`src/rtl/spi_host_pkg.sv`:
```
// Shared types and widths for the SPI host controller and its clock generator.
package spi_host_pkg;

    localparam int unsigned ADDR_W = 8;
    localparam int unsigned DATA_W = 8;
    localparam int unsigned DIV_W  = 8;
    localparam int unsigned BIT_W  = 3;

    typedef enum logic {
        CMD_XFER = 1'b0,
        CMD_IRST = 1'b1
    } cmd_type_e;

    typedef enum logic [2:0] {
        ST_IDLE,
        ST_ADDR,
        ST_DATA,
        ST_IRST,
        ST_DONE
    } state_e;

endpackage

```
`src/rtl/spi_host_clkgen.sv`:
```
// Half-period divider: strobes the first cycle of each slot, the first high
// cycle and the last high cycle while enabled; idles at slot start otherwise.
module spi_host_clkgen
    import spi_host_pkg::*;
#(
    parameter int unsigned HALF_DIV = 1
) (
    input  logic clk,
    input  logic rstn,
    input  logic en,
    output logic slot_start_c,
    output logic rise_c,
    output logic fall_c
);

    localparam logic [DIV_W-1:0] DIV_LAST = DIV_W'(HALF_DIV - 1);

    logic [DIV_W-1:0] div_q, div_d;
    logic             phase_q, phase_d;

    always_comb begin
        div_d   = '0;
        phase_d = 1'b0;
        if (en) begin
            if (div_q == DIV_LAST) begin
                div_d   = '0;
                phase_d = ~phase_q;
            end else begin
                div_d   = div_q + DIV_W'(1);
                phase_d = phase_q;
            end
        end
    end

    always_ff @(posedge clk or negedge rstn) begin
        if (!rstn) begin
            div_q   <= '0;
            phase_q <= 1'b0;
        end else begin
            div_q   <= div_d;
            phase_q <= phase_d;
        end
    end

    assign slot_start_c = en & ~phase_q & (div_q == '0);
    assign rise_c       = en &  phase_q & (div_q == '0);
    assign fall_c       = en &  phase_q & (div_q == DIV_LAST);

endmodule

```
`src/rtl/spi_host_ctrl.sv`:
```
// SPI-style host controller: address+data byte transfers with read-back, and
// an internal-reset pulse train on iclk. Pin outputs are registered.
module spi_host_ctrl
    import spi_host_pkg::*;
#(
    parameter int unsigned HALF_DIV    = 1,
    parameter int unsigned IRST_PULSES = 8
) (
    input  logic              clk,
    input  logic              rstn,
    input  logic              cmd_valid,
    output logic              cmd_ready,
    input  logic              cmd_type,
    input  logic [ADDR_W-1:0] cmd_addr,
    input  logic [DATA_W-1:0] cmd_wdata,
    output logic              rsp_valid,
    output logic [DATA_W-1:0] rsp_rdata,
    output logic              busy,
    output logic              sclk,
    output logic              iclk,
    output logic              serial_in,
    input  logic              serial_out
);

    localparam int unsigned PCNT_W = (IRST_PULSES > 1) ? $clog2(IRST_PULSES) : 1;
    localparam logic [PCNT_W-1:0] PCNT_LAST = PCNT_W'(IRST_PULSES - 1);

    state_e              state_q, state_d;
    logic [ADDR_W-1:0]   addr_q, addr_d;
    logic [DATA_W-1:0]   wdata_q, wdata_d;
    logic [BIT_W-1:0]    bit_q, bit_d;
    logic [PCNT_W-1:0]   pcnt_q, pcnt_d;
    logic [DATA_W-1:0]   shift_q, shift_d;
    logic [DATA_W-1:0]   rdata_q, rdata_d;
    logic                samp_q, samp_d;
    logic                last_q, last_d;
    logic                sclk_q, sclk_d;
    logic                iclk_q, iclk_d;
    logic                sin_q, sin_d;
    logic                rsp_valid_q, rsp_valid_d;
    logic                busy_q, busy_d;
    logic                cmd_ready_q, cmd_ready_d;

    logic xfer_act, pulse_act, cur_bit;
    logic slot_start_c, rise_c, fall_c;

    assign xfer_act  = (state_q == ST_ADDR) || (state_q == ST_DATA);
    assign pulse_act = xfer_act || (state_q == ST_IRST);
    assign cur_bit   = (state_q == ST_ADDR) ? addr_q[bit_q] : wdata_q[bit_q];

    spi_host_clkgen #(.HALF_DIV(HALF_DIV)) u_clkgen (
        .clk          (clk),
        .rstn         (rstn),
        .en           (pulse_act),
        .slot_start_c (slot_start_c),
        .rise_c       (rise_c),
        .fall_c       (fall_c)
    );

    // Sequencing advances at each slot end; pins follow one cycle behind.
    always_comb begin
        state_d = state_q;
        addr_d  = addr_q;
        wdata_d = wdata_q;
        bit_d   = bit_q;
        pcnt_d  = pcnt_q;
        shift_d = shift_q;
        rdata_d = rdata_q;

        unique case (state_q)
            ST_IDLE: begin
                if (cmd_valid) begin
                    addr_d  = cmd_addr;
                    wdata_d = cmd_wdata;
                    bit_d   = '1;
                    pcnt_d  = '0;
                    state_d = (cmd_type_e'(cmd_type) == CMD_IRST) ? ST_IRST : ST_ADDR;
                end
            end
            ST_ADDR: begin
                if (fall_c) begin
                    bit_d = bit_q - BIT_W'(1);
                    if (bit_q == '0) state_d = ST_DATA;
                end
            end
            ST_DATA: begin
                if (fall_c) begin
                    bit_d = bit_q - BIT_W'(1);
                    if (bit_q == '0) state_d = ST_DONE;
                end
            end
            ST_IRST: begin
                if (fall_c) begin
                    pcnt_d = pcnt_q + PCNT_W'(1);
                    if (pcnt_q == PCNT_LAST) state_d = ST_DONE;
                end
            end
            ST_DONE: state_d = ST_IDLE;
            default: state_d = ST_IDLE;
        endcase

        // Sample strobe is delayed one cycle to land on the pin's falling edge.
        samp_d = (state_q == ST_DATA) && fall_c;
        last_d = samp_d && (bit_q == '0);
        if (samp_q) begin
            shift_d = {shift_q[DATA_W-2:0], serial_out};
            if (last_q) rdata_d = shift_d;
        end

        sclk_d = sclk_q;
        if (!xfer_act)         sclk_d = 1'b0;
        else if (rise_c)       sclk_d = 1'b1;
        else if (slot_start_c) sclk_d = 1'b0;

        iclk_d = iclk_q;
        if (!pulse_act)        iclk_d = 1'b0;
        else if (rise_c)       iclk_d = 1'b1;
        else if (slot_start_c) iclk_d = 1'b0;

        sin_d = sin_q;
        if (!xfer_act)         sin_d = 1'b0;
        else if (slot_start_c) sin_d = cur_bit;

        rsp_valid_d = (state_q == ST_DONE);
        busy_d      = (state_d != ST_IDLE) || (state_q == ST_DONE);
        cmd_ready_d = (state_d == ST_IDLE);
    end

    always_ff @(posedge clk or negedge rstn) begin
        if (!rstn) begin
            state_q     <= ST_IDLE;
            addr_q      <= '0;
            wdata_q     <= '0;
            bit_q       <= '0;
            pcnt_q      <= '0;
            shift_q     <= '0;
            rdata_q     <= '0;
            samp_q      <= 1'b0;
            last_q      <= 1'b0;
            sclk_q      <= 1'b0;
            iclk_q      <= 1'b0;
            sin_q       <= 1'b0;
            rsp_valid_q <= 1'b0;
            busy_q      <= 1'b0;
            cmd_ready_q <= 1'b1;
        end else begin
            state_q     <= state_d;
            addr_q      <= addr_d;
            wdata_q     <= wdata_d;
            bit_q       <= bit_d;
            pcnt_q      <= pcnt_d;
            shift_q     <= shift_d;
            rdata_q     <= rdata_d;
            samp_q      <= samp_d;
            last_q      <= last_d;
            sclk_q      <= sclk_d;
            iclk_q      <= iclk_d;
            sin_q       <= sin_d;
            rsp_valid_q <= rsp_valid_d;
            busy_q      <= busy_d;
            cmd_ready_q <= cmd_ready_d;
        end
    end

    assign cmd_ready = cmd_ready_q;
    assign rsp_valid = rsp_valid_q;
    assign rsp_rdata = rdata_q;
    assign busy      = busy_q;
    assign sclk      = sclk_q;
    assign iclk      = iclk_q;
    assign serial_in = sin_q;

endmodule

```
`config.mk`:
```
export PLATFORM = sky130hd
export DESIGN_NAME = spi_host_ctrl
export DESIGN_NICKNAME = d
export VERILOG_FILES = /design/src/rtl/spi_host_pkg.sv /design/src/rtl/spi_host_clkgen.sv /design/src/rtl/spi_host_ctrl.sv
export SDC_FILE = /design/constraint.sdc
export NUM_CORES = 1
export LEC_CHECK = 0
export ABC_AREA = 1
export CAP_MARGIN = 5
export CORE_AREA = 2 2 70 72
export CTS_CLUSTER_SIZE = 40
export DETAILED_ROUTE_END_ITERATION = 6
export DIE_AREA = 0 0 72 74
export GPL_ROUTABILITY_DRIVEN = 0
export PLACE_DENSITY = 0.84
export SETUP_SLACK_MARGIN = 0.1
export SYNTH_ARGS = -nofsm -noshare
export SYNTH_HDL_FRONTEND = slang
export SYNTH_SLANG_ARGS = --single-unit
export TNS_END_PERCENT = 5
```
`constraint.sdc`:
```
create_clock -name clk -period 2.3 [get_ports clk]
set_input_delay 0.69 -clock clk [delete_from_list [all_inputs] [get_ports clk]]
set_output_delay 0.69 -clock clk [all_outputs]
set_load 0.03 [all_outputs]
```
==> results of run 1 <==
-- power groups by stage --
stage | sequential, W | combinational (W) | clock [W]
finish | 0.00150 | 0.00118 | 0.000937
CTS | 0.00150 | 0.00120 | 0.000958
detailed placement | 0.00151 | 0.00118 | 0
global route | 0.00153 | 0.00136 | 0.00100
floorplan | 0.00150 | 0.000834 | 0
global placement | 0.00150 | 0.00114 | 0
-- path summary, 6_finish.rpt --
path	endpoint	slack, ns	depth (start not counted)
worst min-delay path	u_clkgen.div_q[3]$_DFF_PN0_	0.32	1
worst max register to register	busy$_DFF_PN0_	0.61	9
worst min register to register	u_clkgen.div_q[0]$_DFF_PN0_	0.47	1
max in group asynchronous	cmd_ready$_DFF_PN1_	1.36	2
min in group clk	u_clkgen.div_q[0]$_DFF_PN0_	0.47	1
worst max-delay path	sclk	0.22	1
-- area by class of cell --
cell class              instances  area share, %
multi-input cells             202          30.33
clock buffers                  11          4.760
repair buffers                 38          11.84
clock inverters                 5          1.692
inverters                      37          4.367
well taps                      54          2.124
flip-flops and latches         57          44.89
-- sequential cells by signal, indices dropped and copies added (netlist names) --
signal,cells
samp_q,1
cmd_ready,1
u_clkgen.phase_q,1
wdata_q,8
iclk,1
state_q,3
last_q,1
rsp_valid,1
shift_q,7
sclk,1
bit_q,3
pcnt_q,3
u_clkgen.div_q,8
addr_q,8
serial_in,1
busy,1
rsp_rdata,8
-- metrics by stage --
step	util, %	power [W]	hold WS, ns
floorplan	-	0.002333	0.3944
finish	69.17	0.003622	0.3166
detailed placement	64.73	0.002694	0.4602
global placement	64.73	0.002639	0.4478
global route	69.17	0.003898	0.3526
CTS	69.17	0.003655	0.3294
-- worst register-to-register path: stages (launching register included) --
cell	delay, ns
sky130_fd_sc_hd__dfrtp_1	0.46
sky130_fd_sc_hd__inv_1	0.20
sky130_fd_sc_hd__ha_1	0.18
sky130_fd_sc_hd__inv_1	0.04
sky130_fd_sc_hd__nor2_1	0.17
sky130_fd_sc_hd__nand3_1	0.13
sky130_fd_sc_hd__nand2_1	0.09
sky130_fd_sc_hd__nand3_1	0.13
sky130_fd_sc_hd__nor2_1	0.12
sky130_fd_sc_hd__nand3_1	0.07
-- placed cells by master, fill, tap and decap left out, types with 3 or more instances in the layout --
cell type and n:
sky130_fd_sc_hd__nand2_1 88, sky130_fd_sc_hd__dfrtp_1 56, sky130_fd_sc_hd__nor2_1 34, sky130_fd_sc_hd__clkdlybuf4s50_1 32, sky130_fd_sc_hd__inv_1 28, sky130_fd_sc_hd__o21ai_0 27
sky130_fd_sc_hd__nand3_1 25, sky130_fd_sc_hd__clkbuf_8 11, sky130_fd_sc_hd__inv_2 7, sky130_fd_sc_hd__ha_1 6, sky130_fd_sc_hd__nor2_2 4, sky130_fd_sc_hd__nand4_1 3
sky130_fd_sc_hd__clkinv_2 3, sky130_fd_sc_hd__buf_4 3
-- per-layer routing --
| layer | global-route usage [%] | share of wire (%) |
|---|---|---|
| met5 | 0 | 0 |
| met4 | 11.74 | 2.2 |
| met3 | 6.233 | 4.2 |
| met2 | 35.91 | 50 |
| met1 | 25.07 | 44 |
-- cell families after synthesis --
kind of cell | count (synthesis)
adder cells (fa/ha/maj) | 6
flip-flops | 57
multiplexers | 1
AND/OR/NAND/NOR | 163
AO/OA/AOI/OAI | 29
XOR/XNOR | 3
buffers and inverters | 43
==> metrics.txt, run 1 <==
status=finished, final reports clean; crit-path leading delay family=buffers and inverters; Critical Setup Path Class=reg -> out; top post-synthesis cells by area=sky130_fd_sc_hd__dfrtp_1, sky130_fd_sc_hd__nand2_1, sky130_fd_sc_hd__o21ai_0; number of max-slew violations in the final report=0; combinational family with the most area after synthesis=simple AND/OR/NAND/NOR gates; Worst-path clk slew=about 0.07 ns; Final HPWL DP=3.444 mm; most numerous cell types in the synthesized netlist=sky130_fd_sc_hd__nand2_1, sky130_fd_sc_hd__dfrtp_1, sky130_fd_sc_hd__nor2_1, sky130_fd_sc_hd__inv_1, sky130_fd_sc_hd__o21ai_0; Pre-Repair DR Iteration Count=4; number of top-level pins=35; startpoint of the worst-slack reg-to-reg timing path=bit_q[1]$_DFFE_PN0P_; top cell type by total area after synthesis=sky130_fd_sc_hd__dfrtp_1; Yosys warning count=0; count of placed standard cells including taps=between 300 and 400; most frequent cell after synthesis=sky130_fd_sc_hd__nand2_1; vias after detailed routing=about 2,000; fraction of power spent switching nets=a little under two fifths; multiplexer area fraction after synthesis=0.4397%; timing-limited maximum frequency=around 480 MHz; Die Outline Area=roughly 5300 µm²; number of input and output port buffers inserted=34; clock share of power=between 20% and 30%; mean routed wirelength per cell=roughly 12 µm; count of nets after finishing=roughly 370; layout cells sized above 1=between 10% and 20%; violation count after the first detailed-route iteration=between 100 and 150; capturing element type of the critical path=output port; final wirelength=a little under 5 mm; final-report setup violation count=0; post-layout minimum cycle time=approximately 2.1 ns; power per cell area=between 1000 and 1500 nW/µm²; highest fanout seen on the critical path=2; area of combinational cells with multiple inputs=around 960 µm²; global-route usage over all layers=about 21%; FF/Latch Area=between 1000 and 1500 µm²; antenna diode instance count=0; H-tree lvl count=3; total leakage power=about 1.6 nW; DP Area=between 2000 and 3000 µm²; max capacitance violation total=0; class of the tightest hold or removal check=in -> async; non-filler cells in the finished layout=between 400 and 500; TritonCTS clock tree=done; Starting Density=~56%; cell-internal power=0.002286 W; core footprint=about 4600 µm²; Netlist cell types=25; Logic pwr share=between 30% and 40%; die boundary width=72 µm; cell area after layout=3181 µm²; endpoint required time on the critical path=approximately 1.6 ns; part of the power in registers=41.4%; sequential fraction of the synthesis area=roughly 56%; number of CTS-inserted buffers=9; final critical-path share of the clock period=90.64%; largest stage delay on the critical path=just under 0.7 ns; number of nets still failing antenna checks after routing=0; Slew headroom=between 60 and 70%; Avg Inst Size Synth=around 8.5 µm²; y dimension of the die=between 70 and 80 µm; XOR/XNOR Fraction of Synth Area=under 10%; top-area cell type share of the netlist area=a little over half; number of buffers inserted to repair setup after CTS=0; buffer cell driving the clock tree root=sky130_fd_sc_hd__clkbuf_8; total buffers and inverters traversed by the critical path=1; Synth Area in Simple Gates=about 28%; clock insertion delay at the later pin of the skew report=0.34 ns; count of hold buffers inserted by post-cts repair=0; setup repair after global routing missed its margin=no; number of DRC violations after detailed routing=0; post-cts resize count=1; EDFF count, synth=0; switching power=0.001335 W; compound-gate portion of the synthesized area=5.667%; GR Overflow Total=0; buffers from clock root to sink, at most=2; pin count of the biggest net entering global routing=37; number of antenna violations at the first check in global routing=0; Yosys reg bits=57; count of final hold-check violations=0; Core Rows=25; launch point of the critical path=sclk$_DFFE_PN0P_; dominant register cell in the synthesized netlist=sky130_fd_sc_hd__dfrtp_1; pin slew with the least headroom to its limit=0.5071 ns; peak ir drop on the vdd network=about 640 µV; worst setup timing slack at the placement stage=around 0.35 ns; number of standard cells after synthesis=302; total nets after synthesis=329; via count of the first global-routing pass=~2,000; critical path, cell by cell=clkdlybuf4s50_1; arrival time at the worst endpoint=1.39 ns; fill count=371; Worst Skew=0.006252 ns; Clock Sinks=57; startpoint type of the worst setup path=flip-flop; synthesized-area fraction occupied by adder cells=slightly below 3%; cell with the biggest individual delay on the critical path=sky130_fd_sc_hd__clkdlybuf4s50_1; mapped cell area=between 2000 and 3000 µm²; routed via count divided by cell count=5.062; post-route setup slack=around 0.22 ns; Post-Route Setup TNS=0 ns; proportion of register bits with asynchronous set or reset after synthesis=100.0%; Area growth, synth to finish=24.18%; first-pass GRT wire length=~8.6 mm
Power figures use the tool's default switching activity.
==> inputs of run 2 (changes only) <==
Settings changed: SKIP_LAST_GASP set to 1.
==> results of run 2 <==
No change in the layout: final DEF, timing and power equal those of run 1.
